==> config.mk <==
export PLATFORM = sky130hd
export DESIGN_NAME = fft_stage_ctrl
export DESIGN_NICKNAME = d
export VERILOG_FILES = /design/src/rtl/fft_ctrl_pkg.sv /design/src/rtl/mod_counter.sv /design/src/rtl/fft_stage_ctrl.sv
export SDC_FILE = /design/constraint.sdc
export NUM_CORES = 1
export LEC_CHECK = 0
export ABC_CLOCK_PERIOD_IN_PS = 3000
export CAP_MARGIN = 30
export CORE_MARGIN = 4
export CORE_UTILIZATION = 40
export DETAILED_ROUTE_END_ITERATION = 6
export PLACE_DENSITY = 0.69
export SYNTH_ARGS = -nofsm -noshare
export SYNTH_HDL_FRONTEND = slang
export SYNTH_HIERARCHICAL = 1
export SYNTH_SLANG_ARGS = --single-unit
==> constraint.sdc <==
create_clock -name clk -period 3 [get_ports clk]
set_input_delay 0.6 -clock clk [delete_from_list [all_inputs] [get_ports clk]]
set_output_delay 0.6 -clock clk [all_outputs]
set_load 0.01 [all_outputs]
==> src/rtl/fft_ctrl_pkg.sv <==
// Shared types and sizing helpers for the FFT stage sequencer.
// Latency: n/a (types and elaboration-time functions only).
// Backpressure: n/a.
package fft_ctrl_pkg;

  typedef enum logic [1:0] {
    FILL  = 2'd0,
    BFLY  = 2'd1,
    FLUSH = 2'd2
  } fft_st_e;

  // Counter width for a modulo-`modulus` counter; never less than one bit.
  function automatic int cnt_w(input int modulus);
    return (modulus <= 2) ? 1 : $clog2(modulus);
  endfunction

endpackage

==> src/rtl/mod_counter.sv <==
// Modulo-MOD up-counter with synchronous clear and a wrap strobe.
// Latency: value updates on the clock edge after inc; wrap is combinational.
// Backpressure: none; counts only when inc is asserted.
module mod_counter
  import fft_ctrl_pkg::*;
#(
  parameter int MOD = 16,
  localparam int W  = cnt_w(MOD)
) (
  input  logic         clk,
  input  logic         clr,
  input  logic         inc,
  output logic [W-1:0] value,
  output logic         wrap
);

  // Wrap marks the increment that takes the count from MOD-1 back to zero.
  always_comb begin
    wrap = inc && (value == W'(MOD - 1));
  end

  // Count register: clear has priority, then increment with modulo return.
  always_ff @(posedge clk) begin
    if (clr) begin
      value <= '0;
    end else if (inc) begin
      value <= wrap ? '0 : value + 1'b1;
    end
  end

endmodule

==> src/rtl/fft_stage_ctrl.sv <==
// Sequencer for one radix-2 SDF FFT stage: FILL/BFLY half-frames plus a FLUSH drain.
// Latency: strobes are combinational from state and din_valid; frame_done one cycle after last BFLY beat.
// Backpressure: din_ready drops only while draining; the flush-entry cycle ignores din_valid.
module fft_stage_ctrl
  import fft_ctrl_pkg::*;
#(
  parameter int DEPTH   = 16,
  parameter int IN_SIZE = 16,
  parameter int FCNT_W  = 16,
  localparam int CW     = cnt_w(DEPTH)
) (
  input  logic              clk,
  input  logic              rst,
  input  logic              din_valid,
  output logic              din_ready,
  input  logic              flush,
  output logic              buf_shift,
  output logic              buf_sel,
  output logic              bfly_en,
  output logic [CW-1:0]     tw_idx,
  output logic              dout_valid,
  output logic              dout_sel,
  output logic              frame_done,
  output logic [FCNT_W-1:0] frame_cnt
);

  // Parameter sanity: depth must be a power of two of at least 2, lanes at least 1.
  if ((DEPTH < 2) || ((DEPTH & (DEPTH - 1)) != 0) || (IN_SIZE < 1)) begin : g_param_chk
    $error("fft_stage_ctrl: DEPTH must be a power of two >= 2 and IN_SIZE >= 1");
  end

  fft_st_e       st;
  logic          pend;
  logic [CW-1:0] cnt;
  logic          cnt_wrap;
  logic          cnt_inc;
  logic          flush_go;
  logic          beat;

  // Drain starts only on a half-frame boundary with differences still buffered.
  // din_ready stays high in that cycle, but the beat is deliberately not taken.
  always_comb begin
    din_ready = (st != FLUSH);
    flush_go  = (st == FILL) && (cnt == '0) && pend && flush;
    beat      = din_valid && din_ready && !flush_go;
    cnt_inc   = beat || (st == FLUSH);
  end

  mod_counter #(.MOD(DEPTH)) u_cnt (
    .clk   (clk),
    .clr   (rst),
    .inc   (cnt_inc),
    .value (cnt),
    .wrap  (cnt_wrap)
  );

  // Datapath strobes for the current cycle; all idle when nothing moves.
  always_comb begin
    buf_shift  = 1'b0;
    buf_sel    = 1'b0;
    bfly_en    = 1'b0;
    tw_idx     = '0;
    dout_valid = 1'b0;
    dout_sel   = 1'b0;
    case (st)
      FILL: begin
        if (beat) begin
          buf_shift  = 1'b1;
          dout_valid = pend;
          dout_sel   = pend;
        end
      end
      BFLY: begin
        if (beat) begin
          bfly_en    = 1'b1;
          tw_idx     = cnt;
          buf_shift  = 1'b1;
          buf_sel    = 1'b1;
          dout_valid = 1'b1;
        end
      end
      FLUSH: begin
        buf_shift  = 1'b1;
        dout_valid = 1'b1;
        dout_sel   = 1'b1;
      end
      default: ;
    endcase
  end

  // Phase FSM with registered frame completion pulse and frame counter.
  always_ff @(posedge clk) begin
    if (rst) begin
      st         <= FILL;
      pend       <= 1'b0;
      frame_done <= 1'b0;
      frame_cnt  <= '0;
    end else begin
      frame_done <= 1'b0;
      case (st)
        FILL: begin
          if (flush_go) begin
            st <= FLUSH;
          end else if (cnt_wrap) begin
            st   <= BFLY;
            pend <= 1'b0;
          end
        end
        BFLY: begin
          if (cnt_wrap) begin
            st         <= FILL;
            pend       <= 1'b1;
            frame_done <= 1'b1;
            frame_cnt  <= frame_cnt + 1'b1;
          end
        end
        FLUSH: begin
          if (cnt_wrap) begin
            st   <= FILL;
            pend <= 1'b0;
          end
        end
        default: begin
          st <= FILL;
        end
      endcase
    end
  end

endmodule

==> summary.txt, run 1 <==
Logic synthesis
  – Cells after synthesis: 150
  – Synth unique cells: 34
  – Simple-gate share of the synthesized area: about a third
  – Mapped Area: 1260 µm²
  – Multiplexer area fraction after synthesis: 0.796%
  – Synth Warn #: 6
  – Synth Area in Adders: around 6%
  – Avg Synthesized Cell Area: around 8.4 µm²
  – Async SR Flop Fraction: 0%
  – Main combinational cell family by area after synthesis: simple AND/OR/NAND/NOR gates
  – Post-synthesis sequential area ratio: between 30% and 40%
  – Syn nets: 160
  – EDFF count, synth: 0
  – Xor and xnor area share after synthesis: roughly 6.3%
  – FF+latch count, synth: 24
  – Compound-gate portion of the synthesized area: roughly an eighth
  – Top_reg_cell synth: dfxtp_1

STA
  – Max Clock Skew: 2.84 ps
  – Rel. slew slack: roughly 42%
  – Final hold vios: 0
  – Tmin final: around 2800 ps
  – Max-slew violation count: 0
  – RSZ-0062 raised after global routing: no
  – Achievable frequency: 0.361 GHz
  – Worst Hold Slack: 507 ps
  – Measured slew at the worst slew-check pin: 875 ps
  – Setup tns final: 0 ps
  – Final period util: 92.3%
  – Final Setup Violations: 0

Worst hold path
  – Hold Crit Class: flop to flop
  – Hold-critical path depth: 2
  – Hold EP: frame_cnt[15]
  – Hold path start: frame_cnt[15]

Power
  – Worst VDD drop: roughly 0.16 mV
  – Comb pwr share: around 4.5%
  – Pwr Total: slightly above 500 µW
  – P_int: 406 µW
  – LEAKAGE: roughly 0.59 nW
  – Pwr/cell area: between 300 and 400 nW/µm²
  – Clock power share: between 30% and 40%
  – Sw Ratio: roughly 22%
  – NetSw: between 100 and 150 µW
  – Seq pwr share: 62.7%

Clock tree
  – CTS Hold Bufs: 0
  – # Post-CTS Setup Buffers: 0
  – CTS Sinks: 24
  – Resize count post-CTS: 0
  – Cts bufs inserted: 3
  – CTS tree: yes
  – CTS Root Cell: clkbuf_4
  – Clk_lat worst skew: roughly 320 ps
  – CTS Buffer Depth: 2
  – CTS clk-pin slew, worst paths: approximately 130 ps
  – CTS HTree Levels: 1

Worst setup path
  – R2R setup slack: around 420 ps
  – Required time of the critical path: roughly 2400 ps
  – Critical path class: flop to output pin
  – Critical register-to-register path startpoint: st[1]
  – Slowest library cell on the worst path: clkdlybuf4s50_1
  – CP top delay family: buffers and inverters
  – CP cell instances: inv_1 > ha_1 > and2_1 > nand3_2 > nand2_1 > o21ai_0 > clkdlybuf4s50_1
  – Critical Path AT: 2170 ps
  – CP endpoint kind: output pin
  – Crit Reg-Reg Endpoint: frame_cnt[15]
  – Worst R2R Path Depth: 11
  – CP max FO: 6
  – Critical Path Start Type: flop
  – Worst Setup SP: st[1]
  – Largest stage delay on the critical path: 570 ps
  – Worst path bufs/invs: 2

Floorplanning
  – Die ar.: ~4100 µm²
  – Die Y: around 64 µm
  – Initial Utilization: around 42%
  – Die Wd: around 64 µm
  – Num rows: 20
  – Core box area: 3030 µm²
  – I/O Pins: 31

GRT
  – Vias in the first global route: around 1,100
  – Total global routing overflow: 0
  – All-Layer GR Usage: ~15%
  – Antenna violations before repair: 0
  – Pin count of the biggest net entering global routing: 25
  – First-pass GRT wire length: ~4900 µm

Routing
  – DRC violation count after routing: 0
  – WL final: 2870 µm
  – Via count: 1,175
  – DR iter-0 viols: 59
  – Post-DRT Antenna Nets: 0
  – Routed WL per cell: approximately 13 µm
  – DR vias/cell: ~5.2
  – TritonRoute pass-1 iters: 4

Place
  – DP Wirelength: approximately 2100 µm
  – Port Buffers: 30
  – Gpl congestion: around 0.82

Cells and area
  – Fin util: 54.2%
  – Layout cells sized above 1: about 7.2%
  – Final antenna diode count: 0
  – Fill count: ~290
  – Layout area overhead: 30.4%
  – Fin nets: 192

Flow run
  – Max-Cap Viols: 0

Run status
  – Outcome: complete, no violations
-- through the flow --
stage | cells | cell area (µm²) | setup slack, ps
2_1_floorplan | 150 | 1260 | 324
6_report | 225 | 1640 | 232
3_5_place_dp | 221 | 1600 | 252
5_1_grt | 225 | 1640 | 23.4
3_3_place_gp | 221 | 1600 | 330
4_1_cts | 225 | 1630 | 66.4
-- kinds of logic (layout without fill, tap and decap cells) --
group                      count (synthesis)  in the layout
and+or+nand+nor                           72             72
AOI/OAI and AO/OA                         27             27
DFF                                       24             24
buffers and inverters                     11             42
xor gates and xnor gates                   9              9
adders and majority gates                  6              6
muxes                                      1              1
-- final cells by class --
cell class / instances / area [µm²] / area share [%]
clock buffers: 4 / 36.3 / 2.21
inverters: 6 / 22.5 / 1.37
repair buffers: 32 / 315 / 19.2
multi-input cells: 115 / 729 / 44.5
flip-flops and latches: 24 / 482 / 29.4
well taps: 44 / 55.1 / 3.36
-- power groups by stage --
| stage | clock (mW) | sequential, mW | combinational [mW] |
|---|---|---|---|
| finish | 0.170 | 0.325 | 0.0233 |
| global route | 0.193 | 0.325 | 0.0258 |
| CTS | 0.176 | 0.325 | 0.0227 |
| detailed placement | 0 | 0.332 | 0.0226 |
| global placement | 0 | 0.331 | 0.0218 |
| floorplan | 0 | 0.331 | 0.0123 |
-- synth_stat cells, types with 2 or more instances --
library cell	number	area share (%)
xnor2_1	4	2.8
nor2b_1	2	0.99
and2_1	7	3.5
and4_1	2	1.4
nand2_1	12	3.6
dfxtp_1	24	38
nand4_1	5	2.5
inv_1	6	1.8
ha_1	6	6.0
nor3_1	3	1.2
o21ai_0	8	3.2
o22ai_1	2	0.99
nand3_1	8	3.2
nor2_1	15	4.5
buf_4	3	1.8
a21oi_1	13	5.2
clkbuf_1	2	0.60
and3_1	2	0.99
or3_1	6	3.0
nor4_1	2	0.99
xor2_1	5	3.5
-- cell usage in the layout (no fill, tap or decap), types with 2 or more instances in the layout --
cell             Yosys  final
nand4_1              5      5
nor2b_1              2      2
nor2_1              15     15
xnor2_1              4      4
clkdlybuf4s50_1      0     30
or3_1                6      6
nand3_1              8      7
dfxtp_1             24     23
clkbuf_4             0      3
ha_1                 6      6
xor2_1               5      5
inv_1                6      6
o22ai_1              2      2
nor4_1               2      2
nand2_1             12     12
nor3_1               3      3
and3_1               2      2
and2_1               7      7
o21ai_0              8      8
and4_1               2      2
a21oi_1             13     13
buf_4                3      2
-- metal layers --
| layer | vias to the layer above | wire (µm) | track usage, % |
|---|---|---|---|
| met4 | 0 | 61 | 7.82 |
| met2 | 22 | 1410 | 25.5 |
| met3 | 5 | 80 | 2.64 |
| met5 | - | 0 | 0 |
| li1 | 593 | - | - |
| met1 | 555 | 1320 | 17.1 |
-- tightest hold or removal path, delay by kind of cell (launching register included) --
kind / cells / cell delay [ps]
compound gates: 2 / 130
flops: 1 / 340
-- sequential cells by signal (all words and copies together), names as in the netlist --
signal and cells:
frame_cnt 16, frame_done 1, pend 1, st 2, u_cnt/value 4
-- worst max-delay path by stage --
stage / endpoint / slack (ps) / depth (start not counted)
finish: dout_sel / 230 / 7
global route: dout_valid / 20 / 7
CTS: buf_shift / 70 / 7
detailed placement: frame_cnt[15] / 250 / 9
global placement: frame_cnt[15] / 330 / 9
floorplan: frame_cnt[15] / 320 / 12
Note: power is estimated with default switching activity, not from simulation.
==> run 2: changes to the inputs <==
ABC_CLOCK_PERIOD_IN_PS = unset   (was 3000)
PLACE_DENSITY = 0.75   (was 0.69)
REMOVE_ABC_BUFFERS = 1   (was unset)
==> run 2 against run 1 <==
  * Clock-buffer cell count unchanged
  * Clock skew rose by 0.58 ps
  * Register-to-register slack barely moved
  * Worst hold slack gained 7.7 ps
  * Cell count unchanged
  * Global-route usage rose by 0.85 points
  * Total power grew 0.10%
  * Wire length rose by 4.9%
  * Non-clock buffer count is the same
  * Maximum frequency down 0.43%
  * Die area stayed put
  * Largest power group unchanged
==> summary.txt, run 2 (same netlist as run 1, synthesis figures left out) <==
STA
  – Setup tns final: 0 ps
  – Measured slew at the worst slew-check pin: slightly below 900 ps
  – Rel. slew slack: 40.4%
  – Max-slew violation count: 0
  – Final hold vios: 0
  – Tmin final: between 2000 and 3000 ps
  – RSZ-0062 raised after global routing: no
  – Worst Hold Slack: just over 500 ps
  – Max Clock Skew: around 3.4 ps
  – Final period util: between 90% and 100%
  – Final Setup Violations: 0
  – Achievable frequency: around 0.36 GHz

Worst setup path
  – Slowest library cell on the worst path: clkdlybuf4s50_1
  – CP top delay family: buffers and inverters
  – Critical Path AT: 2180 ps
  – CP endpoint kind: output pin
  – CP max FO: 6
  – Largest stage delay on the critical path: 550 ps
  – Critical path class: flop to output pin
  – Critical Path Start Type: flop
  – CP cell instances: inv_1 > ha_1 > and2_1 > nand3_2 > o211ai_1 > a21oi_1 > clkdlybuf4s50_1
  – Required time of the critical path: about 2400 ps
  – Worst path bufs/invs: 2

Routing
  – DR vias/cell: around 5.4
  – TritonRoute pass-1 iters: 5
  – Post-DRT Antenna Nets: 0
  – Via count: roughly 1,200
  – WL final: between 3000 and 4000 µm
  – DR iter-0 viols: 59
  – Routed WL per cell: around 13 µm
  – DRC violation count after routing: 0

Power
  – LEAKAGE: 0.613 nW
  – Worst VDD drop: 0.103 mV
  – Pwr/cell area: 315 nW/µm²

Place
  – DP Wirelength: roughly 2200 µm
  – Port Buffers: 30
  – Gpl congestion: roughly 0.83

Cells and area
  – Layout cells sized above 1: ~7.7%
  – Fill count: 304
  – Fin nets: 192
  – Final antenna diode count: 0
  – Largest register by flop count: frame_cnt
  – Layout area overhead: 31.0%
  – Max reg flops: 16
  – Largest regs: frame_cnt x16, u_cnt/value x4, st x2
  – Most frequent cells in the layout: clkdlybuf4s50_1 (28), dfxtp_1 (23), nor2_1 (15), a21oi_1 (13), nand2_1 (12)
  – Commonest non-fill, non-tap cell in the layout: clkdlybuf4s50_1

GRT
  – Total global routing overflow: 0
  – Vias in the first global route: between 1,000 and 1,500
  – First-pass GRT wire length: 5180 µm
  – Antenna violations before repair: 0
  – All-Layer GR Usage: between 10% and 20%
  – Pin count of the biggest net entering global routing: 25

Clock tree
  – CTS clk-pin slew, worst paths: around 130 ps
  – CTS Buffer Depth: 2
  – CTS Root Cell: clkbuf_4
  – Cts bufs inserted: 3
  – # Post-CTS Setup Buffers: 0
  – CTS Hold Bufs: 0
  – CTS HTree Levels: 1
  – CTS tree: yes
  – Clk_lat worst skew: between 300 and 400 ps
  – CTS Sinks: 24

Floorplanning
  – Die Y: 64.1 µm
  – Core box area: ~3000 µm²
  – Num rows: 20
  – Die ar.: 4100 µm²
  – Initial Utilization: about two fifths
  – I/O Pins: 31
  – Die Wd: approximately 64 µm

Worst hold path
  – Hold Crit Class: flop to flop

Run status
  – Outcome: complete, no violations

Flow run
  – Max-Cap Viols: 0
run 2: changes by cell type in the layout (fill, tap and decap cells not counted):
| cell | previous run | this run |
|---|---|---|
| dlymetal6s2s_1 | 0 | 2 |
| ha_2 | 0 | 1 |
| clkdlybuf4s50_1 | 30 | 28 |
| ha_1 | 6 | 5 |
run 2: worst register-to-register path: stages, from the launching register on:
cell     delay (ps)
dfxtp_1         380
inv_1           120
ha_1            250
and2_1          200
nand3_2         110
nand2_1         100
nand2_1          90
and4_2          220
and4_4          270
nand4_4         140
or4_1           490
a21oi_1         140
run 2: routing by layer:
metal  up-vias  share of wire, %  GRT usage (%)
li1        600                 -              -
met3         8               4.9           2.81
met1       560                45           18.0
met2        40                48           28.1
met4         0               1.9           6.20
met5         -                 0              0
run 2: power breakdown:
part           internal, mW  leakage, nW  switching, mW
sequential            0.321        0.194        0.00367
clock                0.0741       0.0210         0.0968
combinational        0.0102        0.398         0.0128
run 2: final cells by class:
class	instances	area, µm²	share of cell area [%]
well taps	44	55.1	3.34
flip-flops and latches	24	482	29.2
inverters	6	22.5	1.37
repair buffers	32	320	19.4
clock buffers	4	36.3	2.20
multi-input cells	115	732	44.4
run 2: final timing paths:
check	startpoint	endpoint	slack, ps	cells past startpoint
setup / recovery	st[1]	dout_valid	220	7
hold / removal	frame_cnt[15]	frame_cnt[15]	520	2
setup reg to reg	st[1]	frame_cnt[15]	410	11
hold reg to reg	frame_cnt[15]	frame_cnt[15]	520	2
run 2: metrics by stage:
step                total power [mW]  setup WS (ps)  area [µm²]  util [%]  std cells
floorplan                      0.340            345        1230         -        145
global placement               0.353            340        1600      52.8        221
detailed placement             0.354            267        1600      52.8        221
CTS                            0.521           53.5        1630      54.0        225
global route                   0.541           45.2        1650      54.4        225
finish                         0.519            220        1650      54.4        225
run 2: repair_timing:
item	in CTS	in global routing
setup endpoints to repair	0	4
endpoints found under the hold margin	0	0
resized for setup	0	5
==> run 3: changes to the inputs <==
PLACE_DENSITY = 0.74   (was 0.75)
SYNTH_HIERARCHICAL = unset   (was 1)
==> run 3 against run 2 <==
  * Core utilization is 1.5 points higher
  * Combinational power grew 42%
  * Clock power up 3%
  * Wire length up 3.9%
  * Worst hold slack lost 22 ps
  * Via count increased by 5.4%
  * Sequential share of layout area fell by 1.2 points
  * Worst setup slack worse by 170 ps
  * Total power is 2.9% higher
  * Synthesized cell count grew 6.7%
  * Largest cell class unchanged
  * Highest routed layer unchanged
==> summary.txt, run 3 <==
Worst setup path
  – Critical path class: primary input to output pin
  – CP endpoint kind: output pin
  – Required time of the critical path: between 2000 and 2500 ps
  – CP max FO: 3
  – Worst R2R Path Depth: 6
  – Critical Path Start Type: primary input
  – Critical Path AT: between 2000 and 2500 ps

Worst hold path
  – Hold Crit Class: flop to flop
  – Hold-critical path depth: 1

Place
  – DP Wirelength: 2280 µm
  – Port Buffers: 30
  – Placed Cells: 230
  – Gpl congestion: just under 0.8

Logic synthesis
  – EDFF count, synth: 0
  – Simple-gate share of the synthesized area: 26.9%
  – Avg Synthesized Cell Area: slightly above 8 µm²
  – Dominant cells by area after synthesis: dfxtp_1 (36%), ha_1 (6.6%), a21oi_1 (5.3%), xnor2_1 (5.3%), nor2_1 (4.6%)
  – Post-synthesis sequential area ratio: a little over a third
  – Most common library cells after synthesis: dfxtp_1 (24), nor2_1 (16), a21oi_1 (14), inv_1 (10)
  – Area leader, netlist: dfxtp_1
  – Share of the synthesized area in the top cell type: 36.4%
  – Multiplexer area fraction after synthesis: under 10%
  – Synth unique cells: 36
  – Synth Warn #: 0
  – FF+latch count, synth: 24
  – Count leader, synth: dfxtp_1
  – Xor and xnor area share after synthesis: around 5.3%
  – Mapped Area: 1320 µm²
  – Top_reg_cell synth: dfxtp_1
  – Main combinational cell family by area after synthesis: simple AND/OR/NAND/NOR gates
  – Async SR Flop Fraction: 0%
  – Cells after synthesis: 160
  – Compound-gate portion of the synthesized area: 16.9%
  – Synth Area in Adders: 6.64%

Cells and area
  – Largest register by flop count: frame_cnt
  – Fin nets: approximately 200
  – Commonest non-fill, non-tap cell in the layout: clkdlybuf4s50_1
  – Layout cells sized above 1: between 10 and 15%
  – Fill count: roughly 300
  – Fin util: between 50% and 60%
  – Max reg flops: 16
  – Post-Layout Cell Count: ~240
  – Final antenna diode count: 0
  – Layout area overhead: 31.5%
  – Sequential cell area: between 400 and 500 µm²
  – Multi-input logic area: 768 µm²
  – Largest regs: frame_cnt x16, u_cnt.value x4, st x2
  – Most frequent cells in the layout: clkdlybuf4s50_1 (25), dfxtp_1 (21), nor2_1 (16), a21oi_1 (14), inv_1 (9)

Run status
  – Outcome: complete, no violations

STA
  – Max-slew violation count: 0
  – Achievable frequency: ~0.34 GHz
  – Worst Hold Slack: roughly 490 ps
  – Final Setup Violations: 0
  – Final period util: between 90% and 100%
  – Final hold vios: 0
  – Rel. slew slack: between 50% and 60%
  – Setup tns final: 0 ps
  – Tmin final: around 2900 ps
  – Measured slew at the worst slew-check pin: around 680 ps
  – Max Clock Skew: 4.28 ps

Routing
  – Via count: ~1,300
  – Post-DRT Antenna Nets: 0
  – TritonRoute pass-1 iters: 4
  – DRC violation count after routing: 0
  – DR iter-0 viols: 73
  – Routed WL per cell: 13.3 µm
  – WL final: around 3100 µm
  – DR vias/cell: 5.42

Floorplanning
  – Initial Utilization: ~43%
  – Num rows: 20
  – I/O Pins: 31
  – Die ar.: ~4300 µm²
  – Die Wd: between 60 and 70 µm
  – Die Y: roughly 65 µm
  – Core box area: around 3100 µm²

GRT
  – Total global routing overflow: 0
  – Pin count of the biggest net entering global routing: 20
  – All-Layer GR Usage: 15.6%
  – Vias in the first global route: roughly 1,200
  – First-pass GRT wire length: 5380 µm
  – Antenna violations before repair: 0

Clock tree
  – CTS Root Cell: clkbuf_4
  – CTS tree: yes
  – CTS clk-pin slew, worst paths: between 100 and 150 ps
  – Clk_lat worst skew: 330 ps
  – CTS Sinks: 24
  – CTS Buffer Depth: 2
  – CTS HTree Levels: 1
  – Cts bufs inserted: 3

Flow run
  – Max-Cap Viols: 0

Power
  – Worst VDD drop: roughly 0.15 mV
  – LEAKAGE: approximately 0.65 nW
  – Pwr Total: about 530 µW
  – Pwr/cell area: just over 300 nW/µm²
-- run 3: cell count changes after synthesis, sizes merged, moves of 4 or more --
cell | previous run | this run
nand2 | 12 | 7
inv | 6 | 10
or4 | 1 | 7
o31ai | 1 | 5
xnor2 | 4 | 8
xor2 | 5 | 0
-- run 3: cells by family (layout without fill, tap and decap cells) --
family | count (synthesis) | in the layout
simple gates | 65 | 65
flops | 24 | 24
mux | 2 | 2
buf+inv | 18 | 49
xor+xnor | 8 | 8
fa+ha+maj | 7 | 7
compound gates | 36 | 36
-- run 3: report_power, final --
part	switching, mW	internal (mW)	total (mW)
clock	0.102	0.0744	0.176
combinational	0.0172	0.0154	0.0326
sequential	0.00359	0.321	0.324
total	0.123	0.411	0.533
-- run 3: repair_timing --
| item | in CTS | in global routing |
|---|---|---|
| endpoints found under the hold margin | 0 | 0 |
| pin swaps | 0 | 1 |
| endpoints found under the setup margin | 6 | 5 |
| gates resized for setup | 4 | 8 |
| hold buffers | 0 | 0 |
| buffers inserted | 0 | 1 |
-- run 3: critical path: stages --
cell             delay (ps)
clkdlybuf4s50_1         460
nand2_1                  90
o41ai_2                 330
buf_4                   180
buf_4                   110
o21ai_0                  70
clkdlybuf4s50_1         500
-- run 3: path summary, 6_finish.rpt --
| path | from | end | slack (ps) |
|---|---|---|---|
| max reg2reg | st[1] | frame_cnt[13] | 760 |
| min reg2reg | st[0] | pend | 490 |
| min | st[0] | pend | 490 |
| max | flush | dout_sel | 50 |
-- run 3: per-stage QoR --
stage / setup slack (ps) / instance area [µm²]
floorplan: 499 / 1280
global placement: 84.9 / 1660
detailed placement: 12.9 / 1660
CTS: 33.7 / 1710
global route: -19.9 / 1730
finish: 53.1 / 1730
-- run 3: metal layers --
layer	GRT usage, %	share of wire (%)	wire [µm]	vias up
met5	0	0	0	-
met4	4.92	1.4	43	0
met3	3.08	2.9	90	5
met2	26.4	51	1590	20
met1	19.9	45	1410	612
li1	-	-	-	636
-- run 3: final cells by class --
class | count | share of cell area [%]
clock buffers | 4 | 2.09
flip-flops and latches | 24 | 28.1
multi-input cells | 118 | 44.3
inverters | 10 | 2.16
well taps | 44 | 3.17
repair buffers | 35 | 20.2
